<file path="src/rtl/mem_port_arbiter.sv">
// Two-port (instruction fetch / data) arbiter and sequencer in front of a single-port Mem.
// Define MEM_ARB_RR_EN for round-robin tie-breaking; otherwise the D port has fixed priority.
module mem_port_arbiter #(
  parameter int ADDR_W = 10,
  parameter int DATA_W = 32
) (
  input  logic              clk,
  input  logic              clr,
  input  logic              i_req,
  input  logic [ADDR_W-1:0] i_addr,
  output logic              i_ack,
  output logic [DATA_W-1:0] i_rdata,
  input  logic              d_req,
  input  logic              d_we,
  input  logic [ADDR_W-1:0] d_addr,
  input  logic [DATA_W-1:0] d_wdata,
  output logic              d_ack,
  output logic [DATA_W-1:0] d_rdata,
  output logic [ADDR_W-1:0] mem_addr,
  output logic [DATA_W-1:0] mem_din,
  output logic              mem_sel,
  output logic              mem_ld,
  output logic              mem_str,
  input  logic [DATA_W-1:0] mem_dout,
  output logic              busy
);

  // Handshake: a port raises req and holds it (with stable address/data) until
  // its one-cycle ack; req still high during the ack cycle is a fresh request.
  typedef enum logic [1:0] {IDLE, ACCESS, WAIT} state_t;

  state_t state, next_state;
  logic   lat_d;
  logic   lat_we;
  logic   any_req;
  logic   grant_d;

  assign any_req = i_req | d_req;

`ifdef MEM_ARB_RR_EN
  // last_d = 1 means D was granted most recently; reset value lets I win the first tie.
  logic last_d;

  assign grant_d = d_req & (~i_req | ~last_d);

  always_ff @(posedge clk or negedge clr) begin
    if (!clr) begin
      last_d <= 1'b1;
    end else if (state == IDLE && any_req) begin
      last_d <= grant_d;
    end
  end
`else
  assign grant_d = d_req;
`endif

  always_ff @(posedge clk or negedge clr) begin
    if (!clr) begin
      state <= IDLE;
    end else begin
      state <= next_state;
    end
  end

  always_comb begin
    next_state = state;
    mem_sel    = 1'b0;
    mem_ld     = 1'b0;
    mem_str    = 1'b0;
    busy       = 1'b1;
    case (state)
      IDLE: begin
        busy = 1'b0;
        if (any_req) next_state = ACCESS;
      end
      ACCESS: begin
        mem_sel    = 1'b1;
        mem_ld     = ~lat_we;
        mem_str    = lat_we;
        next_state = WAIT;
      end
      WAIT: begin
        next_state = IDLE;
      end
      default: begin
        next_state = IDLE;
      end
    endcase
  end

  // Latched request, Mem address/data registers, read data capture and acks.
  always_ff @(posedge clk or negedge clr) begin
    if (!clr) begin
      lat_d    <= 1'b0;
      lat_we   <= 1'b0;
      mem_addr <= '0;
      mem_din  <= '0;
      i_ack    <= 1'b0;
      d_ack    <= 1'b0;
      i_rdata  <= '0;
      d_rdata  <= '0;
    end else begin
      i_ack <= 1'b0;
      d_ack <= 1'b0;
      if (state == IDLE && any_req) begin
        lat_d    <= grant_d;
        lat_we   <= grant_d & d_we;
        mem_addr <= grant_d ? d_addr : i_addr;
        if (grant_d) mem_din <= d_wdata;
      end
      if (state == WAIT) begin
        if (lat_d) begin
          d_ack <= 1'b1;
          if (!lat_we) d_rdata <= mem_dout;
        end else begin
          i_ack   <= 1'b1;
          i_rdata <= mem_dout;
        end
      end
    end
  end

endmodule

</file>
<file path="config.mk">
export PLATFORM = sky130hd
export DESIGN_NAME = mem_port_arbiter
export DESIGN_NICKNAME = d
export VERILOG_FILES = /design/src/rtl/mem_port_arbiter.sv
export SDC_FILE = /design/constraint.sdc
export NUM_CORES = 1
export LEC_CHECK = 0
export ABC_AREA = 1
export BUFFER_PORTS_ARGS = -buffer_cell sky130_fd_sc_hd__buf_2
export CAP_MARGIN = 20
export CORE_ASPECT_RATIO = 1.5
export CORE_MARGIN = 5
export CORE_UTILIZATION = 47
export DETAILED_ROUTE_END_ITERATION = 6
export PLACE_DENSITY = 0.8
export SLEW_MARGIN = 20
export SYNTH_ARGS = -nofsm -noshare
export SYNTH_HDL_FRONTEND = slang
export SYNTH_SLANG_ARGS = --single-unit
</file>
<file path="constraint.sdc">
create_clock -name clk -period 1.6 [get_ports clk]
set_clock_uncertainty 0.05 [all_clocks]
set_input_delay 0 -clock clk [delete_from_list [all_inputs] [get_ports clk]]
set_output_delay 0 -clock clk [all_outputs]
set_load 0.05 [all_outputs]
</file>
**Word-level counts from Yosys, hierarchy flattened**

Index checks and enable logic that the tools add are counted.

- Bits in registers: 112
- Latch bits: 0
- Bits in read-only memories: 0
- Memories kept: 0
- Logic and storage cells: 32
- Memory bits (writable): 0
- Output and inout port bits: 112

- Eq/ne operators: 3
- Reduce and logical (&&, ||, !) cells: 5
- Magnitude comparators: 0
- Bitwise gates (word level): 4
- Divide/modulo/power cells: 0
- Multiply operators: 0
- Shifts and indexed selects: 0
- Add/subtract/negate cells: 0
- Multiplexer cells: 11

Operators by type and width:

| kind | number |
|---|---|
| 10-bit 2-to-1 mux | 1 |
| 1-bit 2-to-1 mux | 8 |
| 2-bit case mux with 2 select lines | 1 |
| 2-bit AND reduction | 2 |
| 3-bit AND reduction | 1 |
| 2-bit by 1-bit equality test with 1-bit output, second input constant | 1 |
| 2-bit equality test, second input constant | 1 |
| 2-bit zero test | 1 |
| 2-bit 2-to-1 mux | 1 |
| 2-bit != test, second input constant | 1 |
| 1-bit inverter | 2 |
| 1-bit AND | 1 |
| 1-bit logical AND | 1 |
| 1-bit OR | 1 |

**Longest topological paths before layout**

Gate-level depths: netlist (run 1).

- Depth after elaboration: 3
- Mapped depth: 7
- Gate-level depth less buffers: 5

**Least setup slack after synthesis (run 1)**

OpenSTA, ideal clock, no wires.

- Path kind: reg-to-output
- From: register state[0]
- To: output mem_ld
- Setup slack: -0.105 ns
- Arrival: 1.655 ns
- Data required time: 1.550 ns
- Buffers on the path: 0
- Stages on the path, launching flop included: 3
- Path through: dfrtp_1 inv_2 nor3_1

- Word-level cells in the longest chain between the ends: 2

RTL lines:

| element | RTL line | RTL |
|---|---|---|
| start: declaration | 32 | `state_t state, next_state;` |
| start signal: assignment | 61 | `state <= next_state;` |
| 2-bit by 1-bit equality test with 1-bit output | 71 | `case (state)` |
| 1-bit 2-to-1 mux | 71 |  |
| end: declaration | 22 | `output logic mem_ld,` |

Every way passes these cells.

**Worst setup path after layout (run 1)**

- From: register state[0]
- To: register mem_din[2]

- Word-level cells in the longest chain between the ends: 3

RTL lines:

| element | RTL line | RTL |
|---|---|---|
| 2-bit zero test | 105 | `if (state == IDLE && any_req) begin` |
| 1-bit logical AND | 105 |  |
| 2-bit AND reduction (no line) | - |  |
| end signal: assignment | 109 | `if (grant_d) mem_din <= d_wdata;` |
| end: declaration | 20 | `output logic [DATA_W-1:0] mem_din,` |

Every way passes these cells.
A chain may end at the register's enable or synchronous reset.

==> results of run 1 <==
-- registers in the layout, indices dropped and copies added, names as in the netlist --
name / count
d_rdata: 32
i_rdata: 32
mem_din: 32
mem_addr: 10
state: 2
d_ack: 1
i_ack: 1
lat_d: 1
lat_we: 1
-- stage by stage --
stage,instance area (µm²),total power [W]
after global routing,6810,0.0176
after global placement,5630,0.0140
after CTS,6810,0.0166
final,6810,0.0167
after detailed placement,5630,0.0143
after floorplan,4560,0.0120
-- path summary, 6_finish.rpt --
kind / from / end / slack (ns) / depth (start not counted)
setup / recovery: state[0] / mem_din[2] / 0.09 / 4
hold / removal: d_req / mem_addr[0] / 0.09 / 5
setup reg to reg: state[0] / mem_din[2] / 0.09 / 4
hold reg to reg: d_rdata[3] / d_rdata[3] / 0.42 / 2
max in group asynchronous: clr / mem_din[16] / 0.74 / 3
min in group asynchronous: clr / d_rdata[27] / 0.10 / 2
-- cell type report --
cell class              count  area share
flip-flops and latches    112       0.411
repair buffers            299       0.296
multi-input cells         371       0.226
clock buffers              12      0.0377
well taps                 115      0.0211
clock inverters             4     0.00422
inverters                   5     0.00276
diodes                      2    0.000735
-- cells in the final DEF (no fill, tap or decap), drive strengths merged --
| cell | instances |
|---|---|
| and3 | 1 |
| buf | 210 |
| clkbuf | 12 |
| clkinv | 2 |
| clkinvlp | 2 |
| dfrtp | 112 |
| diode | 2 |
| dlygate4sd3 | 89 |
| inv | 5 |
| nand2 | 295 |
| nand3 | 65 |
| nor2 | 9 |
| nor3 | 1 |
-- Yosys cell counts, types with 3 or more instances --
cell type | count | area [µm²]
buf_2 | 11 | 55.1
clkbuf_1 | 3 | 11.3
nor2_1 | 5 | 18.8
nand3_1 | 65 | 325
nand2_1 | 291 | 1090
buf_4 | 9 | 67.6
buf_6 | 6 | 67.6
dfrtp_1 | 112 | 2800
inv_2 | 3 | 11.3
-- cells by family (layout without fill, tap and decap cells) --
logic type / Yosys count / after routing / share of synthesized area
buffers and inverters: 34 / 320 / 0.0483
AND/OR/NAND/NOR: 371 / 371 / 0.336
flip-flops: 112 / 112 / 0.615
other: 0 / 2 / 0
-- routing by layer --
| layer | vias to the layer above | wire (µm) |
|---|---|---|
| met3 | 51 | 1290 |
| li1 | 2172 | - |
| met1 | 2211 | 5500 |
| met5 | - | 0 |
| met2 | 278 | 7600 |
| met4 | 0 | 511 |
-- worst register-to-register path: stages, from the launching register on --
cell and delay, ns:
dfrtp_1 0.50, nor2_4 0.18, nand2_2 0.37, nand2_1 0.22, nand2_1 0.08
-- power by group through the flow --
| stage | Combinational (W) | Clock, W | Sequential [W] |
|---|---|---|---|
| floorplan | 0.00242 | 0 | 0.00956 |
| global placement | 0.00907 | 0 | 0.00498 |
| detailed placement | 0.00927 | 0 | 0.00500 |
| CTS | 0.00945 | 0.00218 | 0.00498 |
| global route | 0.0101 | 0.00231 | 0.00519 |
| finish | 0.00950 | 0.00212 | 0.00504 |
==> run summary, run 1 <==
Max frequency -> 663 MHz
Number of global-route vias before repair -> 4966
CP Buf/Inv Count -> 0
GR Util met1 -> 0.296
Min-delay worst type -> primary input to flip-flop
Worst VDD drop -> 0.00170 V
Vias -> 4712
GR peak layer -> met2
Clock H-tree levels -> 3
Max Cap Viol -> 0
CTS tree -> built
First-pass GRT wire length -> 24.4 mm
CTS buffer count -> 9
Area of the multi-input gates -> 1540 µm²
CP Class -> flip-flop to flip-flop
Logic pwr share -> 0.570
CP Capture Type -> flip-flop
Met3 Track Usage GR -> 0.0773
Die Span Y -> 131 µm
Largest net degree at the start of global routing -> 58
Share of layout cells above drive strength 1 -> 0.295
Crit-path leading delay family -> simple AND/OR/NAND/NOR gates
Minimum clock period -> 1.51 ns
Syn Nets -> 606
Worst Path Required -> 1.77 ns
Row cnt -> 44
Port Buf Inserts -> 200
Worst-path cell chain -> nor2_4, nand2_2, nand2_1, nand2_1
Yosys Warn Count -> 0
Routability cong. -> 0.810
Layout area overhead -> 49.6%
Util after Layout -> 0.711
Max stage delay on crit path -> 0.50 ns
FFs w/ async S/R, synth -> 1.00
GRT overflow -> 0
DRT iter0 DRCs -> 229
CP max-delay cell -> dfrtp_1
Clock share of power -> 0.127
#FFs+latches synth -> 112
Antenna violations before repair -> 0
Bufs on Longest Clock Path -> 2
Unrepaired setup endpoints after global routing -> no
Worst slack, placed -> 0.143 ns
Most used cell along the critical path -> nand2_1
Die W -> 90.4 µm
Final Cycle Share -> 0.943
Hold Vio Cnt, Final -> 0
Total setup buffers inserted after CTS -> 0
Post_cts resized -> 0
Finished Layout Cells -> 920
Slew Limit Fails -> 0
DRT antenna net count -> 0
Hold Slack -> 0.0928 ns
Cell Pwr Density -> 2450 nW/µm²
Post-synth EDFFs -> 0
Synthesized area -> 4550 µm²
Register area -> 2800 µm²
Final worst slack -> 0.0911 ns
GRT Util Overall -> 0.256
FILL cells -> 656
Via/cell ratio -> 5.12
CTS Hold Bufs -> 89
Met2 Track Usage GR -> 0.435
Switch Pwr -> 0.00925 W
Static leakage -> 3.89 nW
Total Routed Length -> 14.9 mm
CTS root buf -> clkbuf_16
Setup_tns -> 0 ns
Clock transition at path regs -> 0.07 ns
Post-Syn Instances -> 517
Synth Flop Type -> dfrtp_1
Slew @ Worst Pin -> 0.593 ns
Final setup viols -> 0
Core Box Area -> 9580 µm²
DP Wirelength -> 8.76 mm
Later-pin clock latency in the skew report -> 0.34 ns
Share of power burned in registers -> 0.302
Full die area -> 11800 µm²
Arrival @ worst endpoint -> 1.68 ns
IO Count -> 201
Critical-path maximum fanout -> 33
Post-synthesis sequential area ratio -> 0.615
Starting density of the core -> 0.475
Power Internal -> 0.00742 W
Syn Area/Cell -> 8.81 µm²
Synth unique cells -> 17
Final nets -> 887
Max transition margin -> 0.603
First-pass DRT Iterations -> 5
CTS sink count -> 112
Sw frac -> 0.555
Placed Cells incl. Taps -> 813
Outcome -> completed
WL/cell -> 16.2 µm
Drt drc -> 0
Crit start category -> flip-flop
Power figures use the tool's default switching activity.
==> run 2, diff against run 1 <==
--- a/config.mk
+++ b/config.mk
@@ -13,6 +13,7 @@
 export CORE_UTILIZATION = 47
 export DETAILED_ROUTE_END_ITERATION = 6
 export PLACE_DENSITY = 0.8
+export REMOVE_ABC_BUFFERS = 1
 export SLEW_MARGIN = 20
 export SYNTH_ARGS = -nofsm -noshare
 export SYNTH_HDL_FRONTEND = slang
==> constraint.sdc (replaced) <==
create_clock -name clk -period 1.6 [get_ports clk]
set_clock_uncertainty 0.05 [all_clocks]
set_input_delay 0.32 -clock clk [delete_from_list [all_inputs] [get_ports clk]]
set_output_delay 0.32 -clock clk [all_outputs]
set_load 0.05 [all_outputs]
==> run 2 against run 1 <==
Net effect:
- largest cell class unchanged
- fmax is 3.5% lower
- register-to-register slack improved by 0.03 ns
- global-route usage fell by 5.6 points
- sequential share of layout area increased by 5.2 points
- die area is the same
- wire length down 20%
- sequential cell count unchanged
- critical path type is now flip-flop to output port
- final cell count down 9.7%
- non-clock buffer count fell by 87
- worst setup slack lost 0.054 ns
- via count decreased by 13%
==> run summary, run 2 (synthesized netlist as in run 1, its figures left out) <==
Outcome -> completed
Fin area -> 6050 µm² (-11%)
Util after Layout -> 0.632 (-0.0793)
Max transition margin -> 0.726 (+0.123)
Most frequent cells in the layout -> nand2_1, buf_2, dfrtp_1
Worst setup path startpoint -> state[1]
Slew Limit Fails -> 0 (unchanged)
DP Area -> 5640 µm² (about the same)
Terminus of the critical flop-to-flop path -> i_rdata[18]
Placed Cells incl. Taps -> 811 (-0.25%)
Crit start category -> flip-flop
Unrepaired setup endpoints after global routing -> no
Bufs on Longest Clock Path -> 2 (unchanged)
Worst Path Required -> 1.23 ns (-0.54 ns)
Starting density of the core -> 0.475 (unchanged)
Core Box Area -> 9580 µm² (unchanged)
Final Cycle Share -> 0.977 (+0.0339)
Layout area overhead -> 32.9%
First-pass DRT Iterations -> 5 (unchanged)
Arrival @ worst endpoint -> 1.19 ns (-0.49 ns)
CTS root buf -> clkbuf_16
Row cnt -> 44 (unchanged)
Hold-critical path depth -> 3 (-2)
Via/cell ratio -> 4.93 (-3.7%)
Area of the multi-input gates -> 1540 µm² (+0.49%)
Largest net degree at the start of global routing -> 59 (+1.7%)
Total Routed Length -> 11.9 mm (-20%)
DRT antenna net count -> 0 (unchanged)
CTS tree -> built
Routability cong. -> 0.819 (+1.1%)
Full die area -> 11800 µm² (unchanged)
WL/cell -> 14.3 µm (-12%)
Commonest non-fill, non-tap cell in the layout -> nand2_1
Clock transition at path regs -> 0.07 ns (about the same)
Antenna violations before repair -> 1 (+1)
Clock H-tree levels -> 3 (unchanged)
Reg-to-reg startpoint -> state[1]
FILL cells -> 825 (+26%)
Slew @ Worst Pin -> 0.410 ns (-0.183 ns)
Reg2Reg Depth -> 6 (+2)
Die W -> 90.4 µm (unchanged)
Finished Layout Cells -> 831 (-9.7%)
CTS buffer count -> 9 (unchanged)
DRT iter0 DRCs -> 169 (-26%)
Number of global-route vias before repair -> 4073 (-18%)
Antenna fix cells -> 0 (-2)
CP Capture Type -> output port
Hold endpoint -> i_rdata[11]
Hold Slack -> 0.141 ns (+0.0477 ns)
Share of layout cells above drive strength 1 -> 0.339 (+0.0442)
GRT Util Overall -> 0.201 (-0.0557)
Vias -> 4098 (-13%)
Reg2Reg Setup Slack -> 0.12 ns (+0.03 ns)
Min-delay worst type -> primary input to flip-flop
Max frequency -> 640 MHz (-3.5%)
Later-pin clock latency in the skew report -> 0.33 ns (about the same)
Die Span Y -> 131 µm (unchanged)
CP Class -> flip-flop to output port
DP Wirelength -> 8.57 mm (-2.2%)
GRT overflow -> 0 (unchanged)
Minimum clock period -> 1.56 ns (+0.0543 ns)
First-pass GRT wire length -> 19.5 mm (-20%)
Final nets -> 800 (-9.8%)
Largest regs -> d_rdata x32, i_rdata x32, mem_din x32
Critical-path maximum fanout -> 4 (-88%)
Hold Vio Cnt, Final -> 0 (unchanged)
IO Count -> 201 (unchanged)
Register area -> 2810 µm² (about the same)
Drt drc -> 0 (unchanged)
Final setup viols -> 0 (unchanged)
Port Buf Inserts -> 200 (unchanged)
Min-delay src -> mem_dout[11]
Max Cap Viol -> 0 (unchanged)
CTS sink count -> 112 (unchanged)
==> run 2: critical path: stages (launching register included) <==
cell     delay (ns)
dfrtp_2        0.45
nor3_2         0.22
buf_6          0.18
==> run 2: worst max-delay path by stage <==
stage               depth (start not counted)  slack [ns]     endpoint
finish                                      2        0.04       mem_ld
global route                                2       0.006       mem_ld
CTS                                         2       0.005       mem_ld
detailed placement                          5        0.04  mem_addr[5]
global placement                            3        0.11       mem_ld
floorplan                                   2       -0.43       mem_ld
==> run 2: what timing repair did <==
| action | 4_1_cts | 5_1_grt |
|---|---|---|
| endpoints found under the hold margin | 17 | 0 |
| gates resized for setup | 9 | 5 |
| setup endpoints to repair | 4 | 9 |
| buffers inserted | 3 | 0 |
| hold buffers | 1 | 0 |
==> run 2: layout make-up <==
type | count | area share
Timing Repair Buffer | 212 | 0.197
Clock buffer | 9 | 0.0372
Sequential cell | 112 | 0.464
Inverter | 5 | 0.00351
Multi-Input combinational cell | 371 | 0.255
Tap cell | 115 | 0.0238
Clock inverter | 7 | 0.0196
==> run 2: routing by layer <==
layer  routed length, µm  part of all wire  vias up  track usage
li1                    -                 -     1997            -
met1                4560              0.38     1921        0.238
met2                6230              0.52      157        0.355
met3                 859             0.072       21       0.0521
met4                 208             0.018        2       0.0692
met5                  13            0.0011        -            0
==> run 2: per-stage QoR <==
step / worst slack, ns / TNS (ns)
floorplan: -0.425 / -9.13
global placement: 0.111 / 0
detailed placement: 0.0435 / 0
CTS: 0.00526 / 0
global route: 0.00573 / 0
finish: 0.0369 / 0
Power of run 2 is not shown: default switching activity piles up to over one toggle a cycle in this logic, so the estimate is an artifact.
